### src/rtl/fetch_pkg.sv
`default_nettype none
// ============================================================================
// Module      : fetch_pkg
// Description : Shared encodings, constants and helpers for the IF stage.
// Revision    : 1.0 - initial release
// ============================================================================
package fetch_pkg;

  // Next-PC source selection driven by the ID stage
  localparam logic [1:0] PC_SRC_SEQ    = 2'd0;
  localparam logic [1:0] PC_SRC_BRANCH = 2'd1;
  localparam logic [1:0] PC_SRC_JUMP   = 2'd2;
  localparam logic [1:0] PC_SRC_JR     = 2'd3;

  // All-zero word decodes as sll $0,$0,0, i.e. a nop
  localparam logic [31:0] NOP_INSTR = 32'h0000_0000;

  // Default reset and trap entry addresses
  localparam logic [31:0] DEFAULT_RESET_PC   = 32'h0040_0000;
  localparam logic [31:0] DEFAULT_IRQ_VECTOR = 32'h8000_0004;
  localparam logic [31:0] DEFAULT_EXC_VECTOR = 32'h8000_0008;

  // Instruction fetches are word aligned; drop the byte offset of a target
  function automatic logic [31:0] word_align(input logic [31:0] addr);
    return {addr[31:2], 2'b00};
  endfunction

endpackage
`default_nettype wire

### src/rtl/instruction_fetch_stage_ifid_reg.sv
`default_nettype none
// ============================================================================
// Module      : ifid_reg
// Description : IF/ID pipeline register with flush-over-stall priority, a
//               valid bit marking bubbles, and a committed-fetch counter.
// Revision    : 1.0 - initial release
// ============================================================================
module ifid_reg
  import fetch_pkg::*;
(
  input  logic        clk,
  input  logic        reset,
  input  logic        flush,
  input  logic        stall,
  input  logic        bubble,
  input  logic [31:0] pc_plus4_in,
  input  logic [31:0] instr_in,
  output logic [31:0] pc_plus4,
  output logic [31:0] instr,
  output logic        valid,
  output logic [31:0] fetch_count
);

  logic w_squash;
  logic w_write;

  // A trap-forced bubble squashes exactly like a hazard-unit flush
  assign w_squash = flush | bubble;
  assign w_write  = ~w_squash & ~stall;

  // Pipeline register: squash beats stall, stall holds, otherwise capture
  always_ff @(posedge clk or posedge reset) begin
    if (reset) begin
      pc_plus4 <= 32'h0;
      instr    <= NOP_INSTR;
      valid    <= 1'b0;
    end else if (w_squash) begin
      instr    <= NOP_INSTR;
      valid    <= 1'b0;
    end else if (w_write) begin
      pc_plus4 <= pc_plus4_in;
      instr    <= instr_in;
      valid    <= 1'b1;
    end
  end

  // Count only edges that commit a real instruction; wraps naturally
  always_ff @(posedge clk or posedge reset) begin
    if (reset) begin
      fetch_count <= 32'h0;
    end else if (w_write) begin
      fetch_count <= fetch_count + 32'd1;
    end
  end

endmodule
`default_nettype wire

### src/rtl/instruction_fetch_stage.sv
`default_nettype none
// ============================================================================
// Module      : instruction_fetch_stage
// Description : IF stage of the 5-stage MIPS pipeline. Owns the PC and the
//               next-PC mux, drives the instruction memory address, and
//               feeds the IF/ID register.
//               Optional macro FETCH_EXCEPTION_EN adds irq/exception entry.
// Revision    : 1.0 - initial release
// ============================================================================
module instruction_fetch_stage
  import fetch_pkg::*;
#(
  parameter logic [31:0] RESET_PC   = DEFAULT_RESET_PC
`ifdef FETCH_EXCEPTION_EN
  ,
  parameter logic [31:0] IRQ_VECTOR = DEFAULT_IRQ_VECTOR,
  parameter logic [31:0] EXC_VECTOR = DEFAULT_EXC_VECTOR
`endif
) (
  input  logic        clk,
  input  logic        reset,
  input  logic        stall_i,
  input  logic        flush_i,
  input  logic [1:0]  pc_src_i,
  input  logic [31:0] branch_target_i,
  input  logic [31:0] jump_target_i,
  input  logic [31:0] jr_target_i,
  output logic [31:0] imem_addr_o,
  input  logic [31:0] imem_instr_i,
  output logic [31:0] ifid_pc_plus4_o,
  output logic [31:0] ifid_instr_o,
  output logic        ifid_valid_o,
  output logic [31:0] fetch_count_o
`ifdef FETCH_EXCEPTION_EN
  ,
  input  logic        irq_i,
  input  logic        exc_i,
  output logic [31:0] ifid_epc_o
`endif
);

  logic [31:0] r_pc;
  logic [31:0] w_pc_plus4;
  logic [31:0] w_next_pc;
  logic        w_trap;

  assign w_pc_plus4  = r_pc + 32'd4;
  assign imem_addr_o = r_pc;

`ifdef FETCH_EXCEPTION_EN
  logic w_irq_taken;

  // Interrupts are masked while executing in kernel space (pc[31]=1)
  assign w_irq_taken = irq_i & ~r_pc[31];
  assign w_trap      = exc_i | w_irq_taken;
`else
  assign w_trap = 1'b0;
`endif

  // Next-PC mux: trap, then ID redirect (even under stall), then hold, then +4
  always_comb begin
    w_next_pc = w_pc_plus4;
`ifdef FETCH_EXCEPTION_EN
    if (exc_i) begin
      w_next_pc = word_align(EXC_VECTOR);
    end else if (w_irq_taken) begin
      w_next_pc = word_align(IRQ_VECTOR);
    end else
`endif
    if (pc_src_i != PC_SRC_SEQ) begin
      case (pc_src_i)
        PC_SRC_BRANCH: w_next_pc = word_align(branch_target_i);
        PC_SRC_JUMP:   w_next_pc = word_align(jump_target_i);
        default:       w_next_pc = word_align(jr_target_i);
      endcase
    end else if (stall_i) begin
      w_next_pc = r_pc;
    end
  end

  // Program counter register
  always_ff @(posedge clk or posedge reset) begin
    if (reset) begin
      r_pc <= RESET_PC;
    end else begin
      r_pc <= w_next_pc;
    end
  end

`ifdef FETCH_EXCEPTION_EN
  // Record the PC that was interrupted so the handler can return to it
  always_ff @(posedge clk or posedge reset) begin
    if (reset) begin
      ifid_epc_o <= 32'h0;
    end else if (w_trap) begin
      ifid_epc_o <= r_pc;
    end
  end
`endif

  ifid_reg u_ifid_reg (
    .clk         (clk),
    .reset       (reset),
    .flush       (flush_i),
    .stall       (stall_i),
    .bubble      (w_trap),
    .pc_plus4_in (w_pc_plus4),
    .instr_in    (imem_instr_i),
    .pc_plus4    (ifid_pc_plus4_o),
    .instr       (ifid_instr_o),
    .valid       (ifid_valid_o),
    .fetch_count (fetch_count_o)
  );

endmodule
`default_nettype wire

### config.mk
export PLATFORM = sky130hd
export DESIGN_NAME = instruction_fetch_stage
export DESIGN_NICKNAME = d
export VERILOG_FILES = /design/src/rtl/fetch_pkg.sv /design/src/rtl/instruction_fetch_stage_ifid_reg.sv /design/src/rtl/instruction_fetch_stage.sv
export SDC_FILE = /design/constraint.sdc
export NUM_CORES = 1
export LEC_CHECK = 0
export ABC_AREA = 1
export BUFFER_PORTS_ARGS = -buffer_cell sky130_fd_sc_hd__buf_4
export CORE_MARGIN = 3
export CORE_UTILIZATION = 45
export DETAILED_ROUTE_END_ITERATION = 8
export HOLD_SLACK_MARGIN = 0.06
export PLACE_DENSITY = 0.77
export SLEW_MARGIN = 25
export SYNTH_ARGS = -nofsm -noshare
export SYNTH_HDL_FRONTEND = slang
export SYNTH_SLANG_ARGS = --single-unit
### constraint.sdc
create_clock -name clk -period 3.8 [get_ports clk]
set_input_delay 0.38 -clock clk [delete_from_list [all_inputs] [get_ports clk]]
set_output_delay 0.38 -clock clk [all_outputs]
set_load 0.03 [all_outputs]
==> summary.md, run 1 <==
| Metric | Value |
|---|---|
| Area Growth Syn to Fin | `38.4%` |
| Worst slew pin tran | `1.01 ns` |
| Drt drc | `0` |
| Boundary Pins | `~260` |
| Post-cts resize count | `0` |
| Clk Latency, worst-skew pair | `0.41 ns` |
| Syn Area/Cell | `7.66 sq um` |
| Async SR Flop Fraction | `1.00` |
| First-pass GRT wire length | `around 32 mm` |
| Ys flop type | `dfrtp_1` |
| Yosys reg bits | `~130` |
| Worst path arrival time | `2.21 ns` |
| CTS tree | `done` |
| Max_slew headroom | `0.323` |
| Mapped cell area | `around 6800 sq um` |
| Die width | `~130 um` |
| Status | `complete, no violations` |
| Most common cell after layout, fill and taps aside | `nand2_1` |
| Worst EP required | `between 4 and 5 ns` |
| Diode count | `0` |
| Gr usage total | `0.247` |
| Post-layout minimum cycle time | `around 1.9 ns` |
| Worst-path clk slew | `~0.060 ns` |
| DP HPWL | `15.7 mm` |
| Port bufs | `around 250` |
| Maximum VDD drop | `about 0.00032 V` |
| Layout cells sized above 1 | `0.281` |
| Max frequency | `a little over 500 MHz` |
| RSZ-0062 raised after global routing | `false` |
| Fin Hold WS | `between 0.09 and 0.1 ns` |
| Total wire length | `20.8 mm` |
| Total Power | `~4400 uW` |
| Vias per cell | `5.11` |
| Clock sinks | `125` |
| Num CTS Buffers | `17` |
| Pre-CTS WS | `around 1.5 ns` |
| Hold_buf cts | `0` |
| Max clock buf depth | `2` |
| Post-CTS Setup Repair Bufs | `0` |
| Fin. max-slew vios | `0` |
| Max-Cap Viols | `0` |
| Crit start category | `primary input` |
| Reg2reg path depth | `8` |
| Clk_skew | `0.00827 ns` |
| Synth Instances | `887` |
| Setup TNS | `0 ns` |
| Final Net Count | `~1,300` |
| Total gr overflow | `0` |
| PD cells | `471 nW/um^2` |
| FP Rows | `44` |
| Via Count | `6,776` |
| Die height | `between 100 and 150 um` |
| Post-synth EDFFs | `0` |
| Slowest library cell on the worst path | `nand2_4` |
| Hold WC Path Type | `in -> async` |
| Initial Util | `0.464` |
| Setup violators final | `0` |
| Final GP Congestion | `just over 0.9` |
| H-tree depth | `4` |
| Final instance area | `between 9000 and 10,000 sq um` |
| Worst setup margin | `about 1.9 ns` |
| Crit share post-route | `0.506` |
| Synth warn | `0` |
| CP bufs+invs | `4` |
| Distinct cell type count after synthesis | `39` |
| DR iter-0 viols | `365` |
| CTS Root Cell | `clkbuf_16` |
| Top Family by Delay on Critical Path | `buffers and inverters` |
| Fillers | `about 1,300` |
| Worst R2R Start | `imem_addr_o[2]$_DFFE_PP0P_` |
| RR Endpoint | `u_ifid_reg.pc_plus4[20]$_DFFE_PP0P_` |
| Critical path endpoint category | `flop` |
| R2r setup slk | `approximately 1.9 ns` |
| Largest net degree at the start of global routing | `about 80` |
| Initial antenna violation count | `0` |
| CP max stage delay | `roughly 0.41 ns` |
| Crit Path Category | `in -> reg` |
| WL/cell | `15.7 um` |
| Most frequent cells in the layout | `nand2_1, buf_4, dfrtp_1` |
| Routed Antenna Nets | `0` |
| Core area | `about 15,000 sq um` |
| Sequential share of the synthesized area | `0.461` |
| CP max FO | `44` |
| TritonRoute pass-1 iters | `6` |
| Placement Cell Area | `between 8000 and 9000 sq um` |
| Vias in the first global route | `6,354` |
| Leak Pwr | `between 0.004 and 0.005 uW` |
| Die area | `approximately 17,000 sq um` |
| Final Hold Viols | `0` |
| Crit-path cells | `buf_4, clkinv_2, nand2_4, inv_2, buf_4, nand2_1, nand2_1` |
## worst max-delay path by stage
stage / to / from / cells after the start
after global placement: u_ifid_reg.pc_plus4[8]$_DFFE_PP0P_ / stall_i / 7
after global routing: u_ifid_reg.pc_plus4[4]$_DFFE_PP0P_ / stall_i / 7
after detailed placement: u_ifid_reg.pc_plus4[4]$_DFFE_PP0P_ / stall_i / 7
after floorplan: imem_addr_o[10]$_DFFE_PP0P_ / reset / 1
after CTS: u_ifid_reg.pc_plus4[4]$_DFFE_PP0P_ / stall_i / 7
final: u_ifid_reg.pc_plus4[4]$_DFFE_PP0P_ / stall_i / 7
## cell type report
type / instances / area [sq um] / share of cell area
Multi-Input combinational cell: 664 / 3270 / 0.348
Sequential cell: 125 / 3130 / 0.333
Timing Repair Buffer: 261 / 1970 / 0.210
Clock buffer: 20 / 447 / 0.0475
Inverter: 61 / 236 / 0.0251
Tap cell: 184 / 230 / 0.0245
Clock inverter: 11 / 120 / 0.0128
## power breakdown
part,switching [uW],internal (uW),total [uW]
Sequential,182,1500,1680
Combinational,753,452,1210
Clock,568,974,1540
Total,1500,2920,4420
## logic make-up (layout without fill, tap and decap cells)
family / count (synthesis) / in the layout / synth area share
and+or+nand+nor: 540 / 540 / 0.349
DFF: 125 / 125 / 0.461
buffers and inverters: 101 / 353 / 0.0604
AOI/OAI and AO/OA: 76 / 76 / 0.0698
xor gates and xnor gates: 39 / 39 / 0.0503
adders and majority gates: 5 / 5 / 0.00921
other: 1 / 4 / 0.000552
## per-layer routing
metal  global-route usage  vias up  wire length [um]
li1                     -     3347                 -
met1                0.338     3104              9140
met2                0.395      295              9760
met3               0.0540       30              1530
met4               0.0710        0               345
met5                    0        -                 0
## synth_stat cells, types with 2 or more instances
cell type	number	area [sq um]
o211ai_1	10	75.1
nor3_1	11	55.1
nor2_4	9	101
o21ai_0	24	120
buf_1	2	7.51
nand2_1	329	1230
o21bai_1	2	15.0
buf_4	4	30.0
ha_1	5	62.6
buf_2	5	25.0
a31oi_1	9	56.3
nor2_1	60	225
xnor2_1	17	149
a22oi_1	8	60.1
nand3b_1	9	67.6
inv_1	56	210
dfrtp_1	124	3100
nand3_4	2	35.0
clkbuf_1	28	105
nor2_2	7	43.8
a22o_1	2	17.5
a21oi_1	14	70.1
nand2_4	2	22.5
inv_2	3	11.3
nand4_1	9	56.3
o221ai_1	5	43.8
xor2_1	22	193
clkinv_2	2	10.0
nand3_1	97	485
## worst register-to-register path, delay by kind of cell (launching register included)
| kind | cells | cell delay, ns |
|---|---|---|
| AO/OA/AOI/OAI | 1 | 0.12 |
| adder cells (fa/ha/maj) | 1 | 0.23 |
| AND/OR/NAND/NOR | 5 | 0.64 |
| XOR/XNOR | 1 | 0.32 |
| flip-flops | 1 | 0.44 |
## stage by stage
step | utilization | std cells
after floorplan | - | 890
after global placement | 0.603 | 1295
after detailed placement | 0.603 | 1295
after CTS | 0.642 | 1326
after global routing | 0.642 | 1326
final | 0.642 | 1326
## sequential cells by signal (all words and copies together) (netlist names)
register,flops
imem_addr_o,30
u_ifid_reg.fetch_count,32
u_ifid_reg.instr,32
u_ifid_reg.pc_plus4,30
u_ifid_reg.valid,1
Power figures use the tool's default switching activity.
==> run 2: changes to the inputs <==
Settings changed: ABC_AREA 1 to 0, CORE_UTILIZATION 45 to 46, PLACE_DENSITY 0.77 to 0.75.
Clock period 3.8 ns to 1.8 ns, I/O delays scaled along.
==> run 2 against run 1 <==
  * The run now ends with negative setup slack left
  * Clock skew is essentially flat
  * Combinational power rose to 2.6 times the previous value
  * Flip-flop and latch count is the same
  * Cell count is 5.4% lower
  * Routed wire length up 5.7%
  * Register-to-register slack worse by 2.1 ns
  * Synthesized cell count is 19% lower
  * Final area grew 10%
  * Utilization grew 9.7 points
  * Non-clock buffer count grew 115
  * Sequential power is 100% higher
  * Power grew 120%
  * Critical endpoint is now u_ifid_reg.pc_plus4[15]$_DFFE_PP0P_
==> summary.md, run 2 <==
| Metric | Value |
|---|---|
| Largest net degree at the start of global routing | `126 (was 79)` |
| Area contributors post-synth | `dfrtp_1, nor2_1, mux2i_1 (was dfrtp_1, nand2_1, nand3_1)` |
| Leak Pwr | `0.00486 uW (was 0.00487 uW)` |
| Placement Cell Area | `9260 sq um (was 8830 sq um)` |
| H-tree depth | `4 (unchanged)` |
| Routed Antenna Nets | `0 (unchanged)` |
| DP HPWL | `14.9 mm (was 15.7 mm)` |
| Worst-path clk slew | `0.06 ns (about the same)` |
| Max-Cap Viols | `0 (unchanged)` |
| Total wire length | `22.0 mm (was 20.8 mm)` |
| Via Count | `6,925 (was 6,776)` |
| Max frequency | `509 MHz` |
| Most common cell in the netlist | `dfrtp_1 (was nand2_1)` |
| TritonRoute pass-1 iters | `5 (was 6)` |
| Maximum VDD drop | `0.000831 V (was 0.000321 V)` |
| FP Rows | `43 (was 44)` |
| DR iter-0 viols | `514 (was 365)` |
| Distinct cell type count after synthesis | `44 (was 39)` |
| Post-synth EDFFs | `0 (unchanged)` |
| Total gr overflow | `0 (unchanged)` |
| Core area | `14,000 sq um (was 14,600 sq um)` |
| Most common cell after layout, fill and taps aside | `buf_4 (was nand2_1)` |
| PD cells | `937 nW/um^2 (was 471 nW/um^2)` |
| Synth Instances | `722 (was 887)` |
| Fin. max-slew vios | `0 (unchanged)` |
| Final GP Congestion | `0.878 (was 0.931)` |
| Hold WC Path Type | `in -> reg (was in -> async)` |
| Post-layout minimum cycle time | `1.96 ns` |
| Final instance area | `10,400 sq um (was 9400 sq um)` |
| Die width | `126 um (was 129 um)` |
| Clk Latency, worst-skew pair | `0.42 ns (was 0.41 ns)` |
| Die height | `126 um (was 129 um)` |
| Async SR Flop Fraction | `1.00 (unchanged)` |
| Layout cells sized above 1 | `0.402 (was 0.281)` |
| Worst EP required | `2.13 ns (was 4.09 ns)` |
| Synth top cells by count | `dfrtp_1, nor2_1, clkbuf_1 (was nand2_1, dfrtp_1, nand3_1)` |
| Final Net Count | `1,202 (was 1,269)` |
| Crit Path Category | `reg -> reg (was in -> reg)` |
| Critical path endpoint category | `flop (unchanged)` |
| Synth warn | `0 (unchanged)` |
| Area leader, netlist | `dfrtp_1 (unchanged)` |
| Initial antenna violation count | `0 (unchanged)` |
| Setup violators final | `31 (was 0)` |
| Worst path arrival time | `2.30 ns (was 2.21 ns)` |
| Port bufs | `252 (unchanged)` |
| Crit start category | `flop (was primary input)` |
| Vias in the first global route | `6,769 (was 6,354)` |
| RSZ-0062 raised after global routing | `true (was false)` |
| CP max FO | `12 (was 44)` |
| Setup TNS | `-2.90 ns (was 0 ns)` |
| Initial Util | `0.474 (was 0.464)` |
| Worst setup margin | `-0.163 ns (was 1.88 ns)` |
| Drt drc | `0 (unchanged)` |
| Area Growth Syn to Fin | `56.0% (was 38.4%)` |
| Ys flop type | `dfrtp_1 (unchanged)` |
| Max_slew headroom | `0.560 (was 0.323)` |
| Die area | `15,900 sq um (was 16,600 sq um)` |
| Boundary Pins | `263 (unchanged)` |
| Most frequent cells in the layout | `buf_4, nor2_1, dfrtp_1 (was nand2_1, buf_4, dfrtp_1)` |
| Num CTS Buffers | `17 (unchanged)` |
| Diode count | `0 (unchanged)` |
| Clock sinks | `125 (unchanged)` |
| CTS tree | `done (unchanged)` |
| Max clock buf depth | `2 (unchanged)` |
| CTS Root Cell | `clkbuf_16 (unchanged)` |
| Crit share post-route | `1.09` |
| Largest regs | `u_ifid_reg.fetch_count: 32 flops, u_ifid_reg.instr: 32 flops (unchanged)` |
| Vias per cell | `5.52 (was 5.11)` |
| First-pass GRT wire length | `34.7 mm (was 32.4 mm)` |
| Syn Area/Cell | `9.22 sq um (was 7.66 sq um)` |
| Top-area cell type share of the netlist area | `0.466 (was 0.457)` |
| WL/cell | `17.5 um (was 15.7 um)` |
| Sequential share of the synthesized area | `0.470 (was 0.461)` |
| Gr usage total | `0.272 (was 0.247)` |
| Clk_skew | `0.00796 ns (was 0.00827 ns)` |
| Mapped cell area | `6660 sq um (was 6790 sq um)` |
| Worst slew pin tran | `0.660 ns (was 1.01 ns)` |
| Yosys reg bits | `125 (unchanged)` |
| Status | `finished with violations (was complete, no violations)` |
| Failing checks | `negative setup slack` |
| Final Hold Viols | `0 (unchanged)` |
==> run 2: cell types whose count changed after synthesis, sizes merged, moves of 19 or more <==
cell,before,now
nand2,332,43
clkbuf,28,50
a31oi,9,28
mux2i,0,33
or4,0,23
o31ai,0,19
a22oi,8,30
nand3,99,19
nor2,77,114
inv,59,12
a21oi,14,43
==> run 2: cells by family (layout without fill, tap and decap cells) <==
family,Yosys count,in the layout,share of synthesized area
AO/OA/AOI/OAI,147,147,0.136
XOR/XNOR,58,58,0.0763
adder cells (fa/ha/maj),5,5,0.00940
buffers and inverters,71,419,0.0447
flip-flops,125,125,0.470
multiplexers,34,34,0.0513
other,1,4,0.000563
AND/OR/NAND/NOR,281,283,0.211
==> run 2: what timing repair did <==
action / in CTS / in global routing
pin swaps: 13 / 14
endpoints found under the setup margin: 26 / 44
gates resized for setup: 15 / 18
hold buffers: 34 / 0
buffers inserted: 10 / 3
gates cloned: 2 / 1
endpoints found under the hold margin: 157 / 0
==> run 2: metal layers <==
layer	vias up	global-route usage	part of all wire
met2	332	0.467	0.50
met4	0	0.103	0.034
met5	-	0	0
met3	70	0.0640	0.078
met1	3243	0.333	0.39
li1	3280	-	-
==> run 2: where the power goes <==
group	internal [uW]	switching (uW)
clock	1880	1290
sequential	3150	289
combinational	1330	1770
==> run 2: worst paths after layout <==
path | from | to | slack [ns] | cells after the start
setup / recovery | imem_addr_o[9]$_DFFE_PP0P_ | u_ifid_reg.pc_plus4[15]$_DFFE_PP0P_ | -0.16 | 5
hold / removal | jr_target_i[2] | imem_addr_o[2]$_DFFE_PP0P_ | 0.08 | 3
setup reg to reg | imem_addr_o[9]$_DFFE_PP0P_ | u_ifid_reg.pc_plus4[15]$_DFFE_PP0P_ | -0.16 | 5
hold reg to reg | u_ifid_reg.fetch_count[7]$_DFFE_PP0P_ | u_ifid_reg.fetch_count[7]$_DFFE_PP0P_ | 0.48 | 1
max in group asynchronous | reset | imem_addr_o[13]$_DFFE_PP0P_ | 0.73 | 4
min in group asynchronous | reset | u_ifid_reg.fetch_count[30]$_DFFE_PP0P_ | 0.54 | 4
==> run 2: final cells by class <==
cell class | count | area (sq um)
clock inverter | 14 | 124
tap | 180 | 225
sequential | 125 | 3150
clock buffer | 17 | 425
fill | 1005 | 3660
timing repair buffer | 376 | 2980
multi-input combinational | 531 | 3420
inverter | 12 | 48.8
==> run 2: critical path: stages (launching register included) <==
cell and delay, ns:
dfrtp_2 0.38, nand4_1 0.23, buf_4 0.23, or4_4 0.52
or3_1 0.34, a31oi_1 0.18
==> run 2: stage by stage <==
| stage | util | setup slack, ns | std cells | hold slack [ns] | total power [uW] |
|---|---|---|---|---|---|
| 2_1_floorplan | - | -0.355 | 725 | 0.333 | 5070 |
| 3_3_place_gp | 0.660 | -0.130 | 1175 | 0.418 | 6320 |
| 3_5_place_dp | 0.660 | -0.149 | 1175 | 0.425 | 6380 |
| 4_1_cts | 0.733 | -0.121 | 1252 | 0.0643 | 9680 |
| 5_1_grt | 0.739 | -0.212 | 1255 | 0.116 | 10100 |
| 6_report | 0.739 | -0.163 | 1255 | 0.0831 | 9720 |
==> run 3: changes to the inputs <==
Settings changed: SYNTH_HIERARCHICAL set to 1.
==> run 3 against run 2 <==
  * The run still ends with negative setup slack left
  * Setup slack gained 0.089 ns
  * Flip-flop and latch count grew 2
  * Clock-buffer cell count grew 3
  * Fmax grew 4.8%
  * Final area grew 3.0%
  * Synthesized area grew 1.7%
  * Clock skew is essentially flat
  * Critical endpoint is now imem_addr_o[21]$_DFFE_PP0P_
  * Highest routed layer unchanged
==> summary.md, run 3 <==
| Metric | Value |
|---|---|
| Initial Util | `0.478 (was 0.474)` |
| Sw frac | `0.342 (was 0.345)` |
| Mapped cell area | `6770 sq um (was 6660 sq um)` |
| Port bufs | `254 (was 252)` |
| Status | `finished with violations (unchanged)` |
| Core area | `14,100 sq um (was 14,000 sq um)` |
| Worst EP required | `2.13 ns (about the same)` |
| Seq pwr share | `0.348 (was 0.354)` |
| Total wire length | `22.7 mm (was 22.0 mm)` |
| Synth warn | `6 (was 0)` |
| Area contributors post-synth | `dfrtp_1, xnor2_1, mux2_2 (was dfrtp_1, nor2_1, mux2i_1)` |
| Initial antenna violation count | `1 (was 0)` |
| Distinct cell type count after synthesis | `47 (was 44)` |
| Layout cells sized above 1 | `0.467 (was 0.402)` |
| CTS tree | `done (unchanged)` |
| Final Hold Viols | `0 (unchanged)` |
| Sequential share of the synthesized area | `0.470 (about the same)` |
| CP max FO | `6 (was 12)` |
| Top-area cell type share of the netlist area | `0.466 (about the same)` |
| Max frequency | `534 MHz (was 509 MHz)` |
| Worst path arrival time | `2.21 ns (was 2.30 ns)` |
| Final GP Congestion | `0.891 (was 0.878)` |
| DP HPWL | `15.8 mm (was 14.9 mm)` |
| Leak Pwr | `0.00499 uW (was 0.00486 uW)` |
| CTS Root Cell | `clkbuf_16 (unchanged)` |
| M1 WL | `8.82 mm (was 8.51 mm)` |
| Area Growth Syn to Fin | `57.9% (was 56.0%)` |
| Most frequent cells in the layout | `buf_4, dfrtp_1, nor2_1 (was buf_4, nor2_1, dfrtp_1)` |
| Via Count | `6,878 (was 6,925)` |
| Clk Latency, worst-skew pair | `0.42 ns (about the same)` |
| Drt drc | `0 (unchanged)` |
| TritonRoute pass-1 iters | `5 (unchanged)` |
| Total gr overflow | `0 (unchanged)` |
| Failing checks | `negative setup slack (unchanged)` |
| Largest net degree at the start of global routing | `98 (was 126)` |
| Max clock buf depth | `2 (unchanged)` |
| WL/cell | `18.6 um (was 17.5 um)` |
| Synth Instances | `665 (was 722)` |
| Gr usage total | `0.277 (was 0.272)` |
| Routed met2 length | `12.1 mm (was 11.0 mm)` |
| Die height | `127 um (was 126 um)` |
| Clk_skew | `0.00816 ns (was 0.00796 ns)` |
| Die area | `16,200 sq um (was 15,900 sq um)` |
| Final Net Count | `1,162 (was 1,202)` |
| Worst slew pin tran | `0.503 ns (was 0.660 ns)` |
| Hold path startpoint | `jr_target_i[28] (was jr_target_i[2])` |
| Net Switching | `3580 uW (was 3350 uW)` |
| Vias per cell | `5.65 (was 5.52)` |
| Worst R2R Start | `imem_addr_o[2]$_DFFE_PP0P_ (was imem_addr_o[9]$_DFFE_PP0P_)` |
| Routed Antenna Nets | `0 (unchanged)` |
| Boundary Pins | `263 (unchanged)` |
| Yosys reg bits | `127 (was 125)` |
| Crit Path Category | `reg -> reg (unchanged)` |
| Critical path endpoint category | `flop (unchanged)` |
| Setup violators final | `24 (was 31)` |
| Clock power share | `0.326 (was 0.327)` |
| Ys flop type | `dfrtp_1 (unchanged)` |
| Post-synth EDFFs | `0 (unchanged)` |
| H-tree depth | `4 (unchanged)` |
| Combinational fraction of design power | `0.326 (was 0.319)` |
| Syn Area/Cell | `10.2 sq um (was 9.22 sq um)` |
| Pre-CTS WS | `-0.162 ns (was -0.149 ns)` |
| Post-layout minimum cycle time | `1.87 ns (was 1.96 ns)` |
| Maximum VDD drop | `0.000957 V (was 0.000831 V)` |
| Crit share post-route | `1.04 (was 1.09)` |
| Highest Signal Layer | `met4 (unchanged)` |
| FP Rows | `43 (unchanged)` |
| Die width | `127 um (was 126 um)` |
| Fillers | `966 (was 1,005)` |
| Fin. max-slew vios | `0 (unchanged)` |
| Hold WC Path Type | `in -> reg (unchanged)` |
| PD cells | `980 nW/um^2 (was 937 nW/um^2)` |
| Max-Cap Viols | `0 (unchanged)` |
| Most common cell after layout, fill and taps aside | `buf_4 (unchanged)` |
| Crit path from | `imem_addr_o[2]$_DFFE_PP0P_ (was imem_addr_o[9]$_DFFE_PP0P_)` |
| Num CTS Buffers | `17 (unchanged)` |
| DR iter-0 viols | `432 (was 514)` |
| Area leader, netlist | `dfrtp_1 (unchanged)` |
| Worst setup margin | `-0.0742 ns (was -0.163 ns)` |
| Cell Count, Final, Fillers Out | `1,217 (was 1,255)` |
| Internal | `6890 uW (was 6370 uW)` |
| Synth top cells by count | `dfrtp_1, nor2_1, xnor2_1 (was dfrtp_1, nor2_1, clkbuf_1)` |
| Vias in the first global route | `7,025 (was 6,769)` |
| Wire length on met3 | `1.28 mm (was 1.71 mm)` |
| Clock sinks | `127 (was 125)` |
| Largest regs | `u_ifid_reg/fetch_count: 32 flops, u_ifid_reg/instr: 32 flops, u_ifid_reg/pc_plus4: 32 flops (was u_ifid_reg.fetch_count: 32 flops, u_ifid_reg.instr: 32 flops)` |
| First-pass GRT wire length | `35.9 mm (was 34.7 mm)` |
| Cells after DPL | `1,135 (was 1,175)` |
| Worst-path clk slew | `0.06 ns (about the same)` |
| Max_slew headroom | `0.664 (was 0.560)` |
| Async SR Flop Fraction | `1.00 (unchanged)` |
| RSZ-0062 raised after global routing | `true (unchanged)` |
| Most common cell in the netlist | `dfrtp_1 (unchanged)` |
| Crit start category | `flop (unchanged)` |
run 3: cells by family after synthesis:
logic type / share of synthesized area
simple gates: 0.193
flops: 0.470
other cells: 0.000554
fa+ha+maj: 0.00925
mux: 0.0564
xor+xnor: 0.0906
buf+inv: 0.0383
compound gates: 0.142
run 3: final timing paths:
check / to / slack (ns) / cells after the start
min in group asynchronous: imem_addr_o[31]$_DFFE_PP0P_ / 0.46 / 4
max in group asynchronous: u_ifid_reg/pc_plus4[14]$_DFFE_PP0P_ / 0.93 / 4
worst min-delay path: imem_addr_o[28]$_DFFE_PP0P_ / 0.16 / 5
worst max register to register: imem_addr_o[21]$_DFFE_PP0P_ / -0.07 / 5
worst min register to register: u_ifid_reg/fetch_count[31]$_DFFE_PP0P_ / 0.47 / 1
worst max-delay path: imem_addr_o[21]$_DFFE_PP0P_ / -0.07 / 5
run 3: worst max-delay path, stage by stage, from the launching register on:
cell,delay [ns]
dfrtp_2,0.43
nand4_4,0.17
or4_4,0.50
buf_4,0.16
or4_1,0.40
a31oi_1,0.13
run 3: area by class of cell:
cell class / instances / area, sq um / share of cell area
Tap cell: 180 / 225 / 0.0211
Timing Repair Buffer: 386 / 3060 / 0.286
Sequential cell: 127 / 3200 / 0.300
Clock inverter: 12 / 134 / 0.0125
Antenna cell: 1 / 2.50 / 0.000234
Inverter: 9 / 37.5 / 0.00351
Multi-Input combinational cell: 482 / 3570 / 0.334
Clock buffer: 20 / 457 / 0.0427
run 3: timing repair:
action,CTS,global route
buffers inserted,8,6
gates cloned,1,0
hold endpoints to repair,159,0
setup endpoints to repair,28,41
hold buffers,34,0
pin swaps,13,10
resized for setup,20,14
run 3: stage by stage:
step | setup TNS, ns | area (sq um) | hold WS (ns) | power (uW) | utilization
floorplan | -1.91 | 6990 | 0.267 | 5430 | -
global placement | -0.484 | 9500 | 0.317 | 6820 | 0.671
detailed placement | -1.34 | 9500 | 0.334 | 6900 | 0.671
CTS | -0.660 | 10600 | 0.152 | 10500 | 0.748
global route | -3.02 | 10700 | 0.167 | 10900 | 0.755
finish | -0.781 | 10700 | 0.162 | 10500 | 0.755
run 3: metal layers:
metal,global-route usage,vias up
met5,0,-
met3,0.0623,42
li1,-,3165
met2,0.492,249
met1,0.333,3422
met4,0.0890,0
run 3: power by group through the flow:
stage / clock [uW] / combinational (uW) / sequential [uW]
2_1_floorplan: 0 / 1010 / 4420
3_3_place_gp: 0 / 3190 / 3640
3_5_place_dp: 0 / 3240 / 3660
4_1_cts: 3460 / 3370 / 3620
5_1_grt: 3600 / 3620 / 3680
6_report: 3420 / 3420 / 3640
